==> config.mk <==
export PLATFORM = sky130hd
export DESIGN_NAME = quantum_bit_harvester
export DESIGN_NICKNAME = d
export VERILOG_FILES = /design/src/rtl/quantum_bit_harvester.sv
export SDC_FILE = /design/constraint.sdc
export NUM_CORES = 1
export LEC_CHECK = 0
export CAP_MARGIN = 10
export CORE_MARGIN = 1
export CORE_UTILIZATION = 63
export CTS_CLUSTER_SIZE = 20
export DETAILED_ROUTE_END_ITERATION = 10
export MAX_ROUTING_LAYER = met4
export PLACE_DENSITY = 0.88
export SYNTH_ARGS = -nofsm -noshare
export SYNTH_HDL_FRONTEND = slang
export SYNTH_SLANG_ARGS = --single-unit
==> constraint.sdc <==
create_clock -name clk -period 5.8 [get_ports clk]
set_input_delay 0.87 -clock clk [delete_from_list [all_inputs] [get_ports clk]]
set_output_delay 0.87 -clock clk [all_outputs]
set_load 0.03 [all_outputs]
==> src/rtl/quantum_bit_harvester.sv <==
`default_nettype none
// ============================================================================
// Module      : quantum_bit_harvester
// Description : Von Neumann debiaser for a raw quantum random bit stream with
//               a repetition-count health test and a small output byte FIFO.
// Revision    : 1.0 - initial release
// ============================================================================
module quantum_bit_harvester #(
    parameter int FIFO_DEPTH = 4,
    parameter int REP_LIMIT  = 16
) (
    input  logic       clk,
    input  logic       rst_n,
    input  logic       enable,
    input  logic       clear,
    input  logic       raw_bit,
    input  logic       raw_valid,
    output logic [7:0] byte_out,
    output logic       byte_valid,
    input  logic       byte_ready,
    output logic [4:0] fifo_count,
    output logic       overflow,
    output logic       health_fail
);

    localparam int              c_ptr_w     = $clog2(FIFO_DEPTH);
    localparam logic [c_ptr_w-1:0] c_ptr_one = c_ptr_w'(1);
    localparam logic [4:0]      c_depth     = 5'(FIFO_DEPTH);
    localparam logic [7:0]      c_rep_limit = 8'(REP_LIMIT);

    typedef enum logic [1:0] {
        S_IDLE   = 2'd0,
        S_FIRST  = 2'd1,
        S_SECOND = 2'd2,
        S_FAULT  = 2'd3
    } state_t;

    state_t               r_state;
    state_t               w_state_next;
    logic [1:0]           r_rst_sync;
    logic                 w_run;
    logic                 r_pair;
    logic                 r_last;
    logic [7:0]           r_rep;
    logic [7:0]           w_rep_next;
    logic [7:0]           r_shift;
    logic [2:0]           r_bit_cnt;
    logic                 r_ovf;
    logic                 r_health;
    logic                 w_sample;
    logic                 w_trip;
    logic                 w_emit;
    logic                 w_push;
    logic [7:0]           w_byte;
    logic [7:0]           r_mem [FIFO_DEPTH];
    logic [c_ptr_w-1:0]   r_wr_ptr;
    logic [c_ptr_w-1:0]   r_rd_ptr;
    logic [4:0]           r_count;
    logic                 w_pop;
    logic                 w_full;
    logic                 w_do_push;
    logic                 w_drop;

    // Reset release synchroniser: sampling is held off until two edges after deassertion
    always_ff @(posedge clk or negedge rst_n) begin
        if (!rst_n) r_rst_sync <= 2'b00;
        else        r_rst_sync <= {r_rst_sync[0], 1'b1};
    end

    assign w_run = r_rst_sync[1];

    // FSM state register
    always_ff @(posedge clk or negedge rst_n) begin
        if (!rst_n) r_state <= S_IDLE;
        else        r_state <= w_state_next;
    end

    // Sampling, health test, debias decision and next-state logic
    always_comb begin
        w_state_next = r_state;
        w_rep_next   = r_rep;
        w_sample     = enable & raw_valid & w_run &
                       ((r_state == S_FIRST) | (r_state == S_SECOND));
        if (w_sample) begin
            if ((r_rep == 8'd0) || (raw_bit != r_last)) w_rep_next = 8'd1;
            else if (r_rep != 8'hFF)                    w_rep_next = r_rep + 8'd1;
        end
        w_trip = w_sample && (w_rep_next >= c_rep_limit);
        // Only a 01 or 10 pair yields a bit; the bit is the first of the pair
        w_emit = w_sample && !w_trip && (r_state == S_SECOND) && (raw_bit != r_pair);
        w_byte = {r_shift[6:0], r_pair};
        w_push = w_emit && (r_bit_cnt == 3'd7);
        case (r_state)
            S_IDLE: begin
                if (enable && w_run) w_state_next = S_FIRST;
            end
            S_FIRST: begin
                if (!enable)      w_state_next = S_IDLE;
                else if (w_trip)  w_state_next = S_FAULT;
                else if (w_sample) w_state_next = S_SECOND;
            end
            S_SECOND: begin
                if (!enable)      w_state_next = S_IDLE;
                else if (w_trip)  w_state_next = S_FAULT;
                else if (w_sample) w_state_next = S_FIRST;
            end
            default: w_state_next = S_FAULT;
        endcase
        if (clear) w_state_next = S_IDLE;
    end

    // Extractor datapath: pair bit, shifter, counters and sticky flags
    always_ff @(posedge clk or negedge rst_n) begin
        if (!rst_n) begin
            r_pair    <= 1'b0;
            r_last    <= 1'b0;
            r_rep     <= 8'd0;
            r_shift   <= 8'd0;
            r_bit_cnt <= 3'd0;
            r_ovf     <= 1'b0;
            r_health  <= 1'b0;
        end else if (clear) begin
            r_pair    <= 1'b0;
            r_last    <= 1'b0;
            r_rep     <= 8'd0;
            r_shift   <= 8'd0;
            r_bit_cnt <= 3'd0;
            r_ovf     <= 1'b0;
            r_health  <= 1'b0;
        end else begin
            if (w_sample) begin
                r_rep  <= w_rep_next;
                r_last <= raw_bit;
                if (r_state == S_FIRST) r_pair <= raw_bit;
            end
            if (w_emit) begin
                r_shift   <= w_byte;
                r_bit_cnt <= r_bit_cnt + 3'd1;
            end
            if (w_trip) r_health <= 1'b1;
            if (w_drop) r_ovf    <= 1'b1;
        end
    end

    assign w_pop     = byte_valid & byte_ready;
    assign w_full    = (r_count == c_depth);
    // A full FIFO can still accept a byte when the head leaves on the same edge
    assign w_do_push = w_push & (~w_full | w_pop);
    assign w_drop    = w_push & w_full & ~w_pop;

    // FIFO pointers and occupancy
    always_ff @(posedge clk or negedge rst_n) begin
        if (!rst_n) begin
            r_wr_ptr <= '0;
            r_rd_ptr <= '0;
            r_count  <= 5'd0;
        end else if (clear) begin
            r_wr_ptr <= '0;
            r_rd_ptr <= '0;
            r_count  <= 5'd0;
        end else begin
            if (w_do_push) r_wr_ptr <= r_wr_ptr + c_ptr_one;
            if (w_pop)     r_rd_ptr <= r_rd_ptr + c_ptr_one;
            case ({w_do_push, w_pop})
                2'b10:   r_count <= r_count + 5'd1;
                2'b01:   r_count <= r_count - 5'd1;
                default: r_count <= r_count;
            endcase
        end
    end

    // FIFO storage; contents are only observable while the entry is valid
    always_ff @(posedge clk) begin
        if (w_do_push && !clear) r_mem[r_wr_ptr] <= w_byte;
    end

    assign byte_valid  = (r_count != 5'd0);
    assign byte_out    = byte_valid ? r_mem[r_rd_ptr] : 8'h00;
    assign fifo_count  = r_count;
    assign overflow    = r_ovf;
    assign health_fail = r_health;

endmodule
`default_nettype wire

# ---- After elaboration in Yosys (flattened, before gate mapping)
# Memories as Yosys holds them, arrays and structs flattened.
# Cells that the tools add are included.
dict set report classes {
  addsub 6
  muxes 36
  n_bitwise 11
  order_cmp 1
  reduce_logical 23
  eq_ne 12
}
# cell n
set op_table {}
lappend op_table {{two-way mux 8 bit} 6}
lappend op_table {{two-way mux 2 bit} 12}
lappend op_table {{two-way mux 7 bit} 2}
lappend op_table {{nonzero test 2 bit} 7}
lappend op_table {{two-way mux 1 bit} 11}
lappend op_table {{inequality test 5 bit (second input constant)} 2}
lappend op_table {{one-hot mux 5 bit (2 select lines)} 1}
lappend op_table {{adder 8 x 1 -> 8 bit (second input constant)} 1}
lappend op_table {{greater-or-equal comparator 8 x 5 -> 1 bit (second input constant)} 1}
lappend op_table {{zero test 8 bit} 1}
lappend op_table {{inequality test 8 bit (second input constant)} 1}
lappend op_table {{AND 1 bit} 7}
lappend op_table {{logical AND 1 bit} 7}
lappend op_table {{two-way mux 3 bit} 2}
lappend op_table {{one-hot mux 2 bit (3 select lines)} 1}
lappend op_table {{adder 5 x 1 -> 5 bit (second input constant)} 1}
lappend op_table {{equality test 5 x 3 -> 1 bit (second input constant)} 1}
lappend op_table {{two-way mux 5 bit} 1}
lappend op_table {{nonzero test 5 bit} 1}
lappend op_table {{subtractor 5 x 1 -> 5 bit (second input constant)} 1}
lappend op_table {{adder 2 x 1 -> 2 bit (second input constant)} 2}
lappend op_table {{equality test 2 x 1 -> 1 bit (second input constant)} 2}
lappend op_table {{equality test 2 bit (second input constant)} 2}
lappend op_table {{adder 3 x 1 -> 3 bit (second input constant)} 1}
lappend op_table {{11 further kinds} 15}
dict set report totals {
  ramBits 32
  ff_bits 35
  input_bits 7
  word_cells 102
  mem_count 1
  output_inout_bits 16
}
# name words width read_ports rd_ports_with_merged_regs write_ports line_no
set mem_list {}
lappend mem_list {r_mem 4 8 1 0 1 55} ;# logic [7:0] r_mem [FIFO_DEPTH];

# ---- Longest topological paths before layout
dict set report logic_depth {
  depth_word 15
  depth_mapped 15
  mapped_depth_nobuf 15
}

# ---- Worst setup path after synthesis
# Ideal clock, no wire load.
dict set report synth_timing {
  path_kind {input to register}
  from {input port raw_valid}
  to {register r_count[4] (netlist: fifo_count[4])}
  setup_time_ns 0.125
  n_path_buf 0
  path_stages 11
  required_ns 5.675
  slack_ns 2.494
  arrival_time_ns 3.181
  cell_sequence {and4_1 a41oi_1 a22o_1 a21oi_2 o21ai_2 inv_2 ha_1 a21o_1 a21oi_1 mux2i_4 mux2_4}
}
dict set report synth_between {
  elab_chain_cells 15
  elab_cells_between_ends 17
  classes_between {1 x order compare; 2 x eq/ne; 3 x mux; 4 x bitwise; 7 x reduce/logical}
}
# element line_no
set synth_rtl {}
lappend synth_rtl {{from (decl)} 17} ;# input logic raw_valid,
lappend synth_rtl {{AND 1 bit * (3 in a row)} 82} ;# w_sample = enable & raw_valid & w_run &
lappend synth_rtl {{two-way mux 8 bit} 84} ;# if (w_sample) begin
lappend synth_rtl {{greater-or-equal comparator 8 x 5 -> 1 bit} 88} ;# w_trip = w_sample && (w_rep_next >= c_rep_limit);
lappend synth_rtl {{logical AND 1 bit} 88}
lappend synth_rtl {{zero test 1 bit} 90} ;# w_emit = w_sample && !w_trip && (r_state == S_SECOND) && (raw_bit != r_pair);
lappend synth_rtl {{logical AND 1 bit * (3 in a row)} 90}
lappend synth_rtl {{logical AND 1 bit *} 92} ;# w_push = w_emit && (r_bit_cnt == 3'd7);
lappend synth_rtl {{AND 1 bit *} 148} ;# assign w_do_push = w_push & (~w_full | w_pop);
lappend synth_rtl {{equality test 2 x 1 -> 1 bit / equality test 2 bit (equally long branches)} 164} ;# case ({w_do_push, w_pop})
lappend synth_rtl {{one-hot mux 5 bit (2 select lines)} 164}
lappend synth_rtl {{two-way mux 5 bit} 157} ;# end else if (clear) begin
lappend synth_rtl {{to (signal assigned)} 165} ;# 2'b10: r_count <= r_count + 5'd1;
lappend synth_rtl {{to (signal assigned)} 166} ;# 2'b01: r_count <= r_count - 5'd1;
lappend synth_rtl {{to (signal assigned)} 167} ;# default: r_count <= r_count;
lappend synth_rtl {{to (decl)} 58} ;# logic [4:0] r_count;
# Mark *: on every way between the ends. The rest lies on a longest branch, timed or not.
# A chain may end at the register's enable or synchronous reset.

# ---- Worst setup path in the final report
dict set report layout_timing {
  from {input port enable}
  to {register r_count[4] (netlist: fifo_count[4])}
}
dict set report layout_between {
  elab_chain_cells 15
  elab_cells_between_ends 17
  classes_between {1 x order compare; 2 x eq/ne; 3 x mux; 4 x bitwise; 7 x reduce/logical}
}
# element line_no
set layout_rtl {}
lappend layout_rtl {{from (decl)} 14} ;# input logic enable,
lappend layout_rtl {{AND 1 bit * (3 in a row)} 82}
lappend layout_rtl {{two-way mux 8 bit} 84}
lappend layout_rtl {{greater-or-equal comparator 8 x 5 -> 1 bit} 88}
lappend layout_rtl {{logical AND 1 bit} 88}
lappend layout_rtl {{zero test 1 bit} 90}
lappend layout_rtl {{logical AND 1 bit * (3 in a row)} 90}
lappend layout_rtl {{logical AND 1 bit *} 92}
lappend layout_rtl {{AND 1 bit *} 148}
lappend layout_rtl {{equality test 2 x 1 -> 1 bit / equality test 2 bit (equally long branches)} 164}
lappend layout_rtl {{one-hot mux 5 bit (2 select lines)} 164}
lappend layout_rtl {{two-way mux 5 bit} 157}
# Marked as above.

==> results.toml <==
[status]
status = "complete, no violations"

[clocking]
cts_max_level = 3
worst_skew_pair.late_latency_ns = 0.34
post_cts_buffers = 0
cts_tree = "done"
cts_made_buffers = 9
cts_buffer_depth = 2
hold_buffers = 0
post_cts_resize_count = 0
cts.sinks = 67
path_clk_slew_ns = 0.07
ctsRootBufferMaster = "clkbuf_8"

[final_layout]
fin_cells = 361
nNetsFinal = 312
drive_above_1_share = 0.1190
area_delta_synth_final_pct = 14.24
design_area_um2 = 3745
utilization = 0.7724
diodes = 0

[global_route]
antenna_found_initial = 0
grt_usage = 0.2621
grt_pass1_vias = 2058
grt_pass1_wl_um = 9963
grt_overflow = 0
grt_max_degree = 38

[floorplan]
die_h_um = 74.14
core_area_um2 = 4848
start_util = 0.6761
fp.dieW_um = 74.14
ios = 23
rows = 25
die_area_um2 = 5496

[synth]
ys_seq_area_frac = 0.5603
syn_area_um2 = 3278
synth_cell_type_count = 50
synthCells = 264
ys.flop_type = "dfrtp_1"
synth-edff-count = 32
postSynthAreaPerCell_um2 = 12.42
ys_ff_latch = 67
ys_warn_count = 0
async_flop_share = 0.5224
syn_nets = 287

[pwr]
switching_power_mw = 0.5225
swShare = 0.3526
total_power_mw = 1.482
pwr-share-clk = 0.257
power.leakage_nw = 1.490
p_int_mw = 0.9595
pwr-share-comb = 0.357
power_density_nw_per_um2 = 395.7
power_frac_seq = 0.386
ir_drop_mv = 0.3150

[worst_setup_path]
critPathLaunchType = "input pin"
path_class = "in -> reg"
end_kind = "flop"
required_ns = 6.03
worst_ep_arrival_time_ns = 4.21
crit_fanout = 14

[placement]
postPlaceCellArea_um2 = 3548
numPortBuffers = 22
dp_hpwl_um = 4000
placed_cells = 345
routabilityCongestion = 0.8455
place_ws_ns = 1.518

[route]
wl_per_cell_um = 16.74
viasPerCell = 5.939
first_pass_iters = 4
postRouteAntennaNets = 0
post-route-drc-count = 0
num_vias = 2144
drtIter0Drc = 137
finalWirelength_um = 6043

[timing]
maxSlewHeadroom = 0.5674
fin_ws_ns = 1.821
rsz0062_at_grt = "no"
min_period_over_period = 0.6860
hold_viol = 0
worst_clock_skew_ns = 0.004789
hold-worst-slack_ns = 0.3612
period_needed_ns = 3.979
finalSetupTns_ns = 0
clock.fmax_mhz = 251.3
finalSetupViolCount = 0
worst_pin_slew_ns = 0.6458
maxSlewViolCount = 0

[run]
cap_violations = 0

[hold_path]
hold_path_class = "reg -> reg"
[final timing paths]
kind / startpoint / endpoint / slack (ns) / cells past startpoint
min: r_rst_sync[0]$_DFF_PN0_ / r_rst_sync[1]$_DFF_PN0_ / 0.36 / 0
max: enable / fifo_count[4]$_DFFE_PN0P_ / 1.82 / 12
min in group asynchronous: rst_n / fifo_count[0]$_DFFE_PN0P_ / 0.94 / 2
max in group asynchronous: rst_n / r_state[0]$_DFFE_PN0P_ / 4.54 / 2
max reg2reg: r_state[0]$_DFFE_PN0P_ / fifo_count[4]$_DFFE_PN0P_ / 2.18 / 13
min reg2reg: r_rst_sync[0]$_DFF_PN0_ / r_rst_sync[1]$_DFF_PN0_ / 0.36 / 0
[critical path, cell delays in order]
cell and delay [ns]:
clkdlybuf4s50_1 0.57, and4_1 0.48, a41oi_1 0.20, a22o_1 0.25
a21oi_2 0.19, o21ai_2 0.10, inv_2 0.19, ha_1 0.31
a21o_1 0.19, a21oi_1 0.26, mux2i_4 0.28, mux2_4 0.31
[power groups by stage]
| stage | sequential (mW) | clock, mW | combinational, mW |
|---|---|---|---|
| 3_3_place_gp | 0.580 | 0 | 0.501 |
| 6_report | 0.572 | 0.381 | 0.529 |
| 3_5_place_dp | 0.581 | 0 | 0.524 |
| 2_1_floorplan | 0.583 | 0 | 0.350 |
| 4_1_cts | 0.573 | 0.390 | 0.532 |
| 5_1_grt | 0.579 | 0.410 | 0.577 |
[cells in the mapped netlist (4+ instances only)]
library cell	count	area, um^2
nor3b_1	4	30.03
o21ai_0	7	35.03
inv_1	12	45.04
clkbuf_1	8	30.03
ha_1	15	187.7
xor2_1	5	43.79
a21o_1	5	37.54
a21oi_1	11	55.05
mux4_2	8	180.2
and2_1	14	87.58
edfxtp_1	32	960.9
nand2_1	13	48.80
nor2_1	27	101.4
nor3_1	7	35.03
mux2i_1	10	100.1
nand4_1	5	31.28
dfrtp_1	35	875.8
[sequential cells by signal, indices dropped and copies added (netlist names)]
register     flops
r_bit_cnt        3
r_shift          7
r_pair           1
health_fail      1
overflow         1
r_last           1
r_mem           32
r_rd_ptr         2
fifo_count       5
r_wr_ptr         2
r_state          2
r_rep            8
r_rst_sync       2
[layout by cell type, fill, tap and decap left out, drive strengths merged, types with 4 or more instances in the layout]
cell           synthesis  final
nand4                  5      5
and2                  15     15
mux4                   8      8
nand2                 13     13
nor3                   7      7
o21ai                  9      9
xor2                   5      5
clkdlybuf4s50          0     22
nor2                  27     27
edfxtp                32     32
inv                   13     13
a21o                   5      5
mux2i                 12     12
clkbuf                 8     12
dfrtp                 35     35
ha                    15     15
and3                   4      4
a21oi                 12     12
nor3b                  4      4
[cell type report]
type | count | area (um^2)
repair buffers | 24 | 235.2
well taps | 67 | 83.83
fillers | 313 | 1104
inverters | 13 | 48.80
clock buffers | 12 | 145.1
multi-input cells | 174 | 1344
flip-flops and latches | 67 | 1837
clock inverters | 4 | 51.30
[cells by family after synthesis]
family	after synthesis	synth area share
AO/OA/AOI/OAI	40	0.08016
XOR/XNOR	8	0.02137
adder cells (fa/ha/maj)	16	0.06336
buffers and inverters	23	0.02977
flip-flops	67	0.5603
multiplexers	22	0.1046
other	1	0.001144
AND/OR/NAND/NOR	87	0.1393
[routing by layer]
metal,wire length [um],vias to the layer above,GRT usage
li1,-,1017,-
met1,2612,1051,0.3515
met2,2989,66,0.3970
met3,357,10,0.04201
met4,84,0,0.1175
met5,0,-,-
Power figures use the tool's default switching activity.
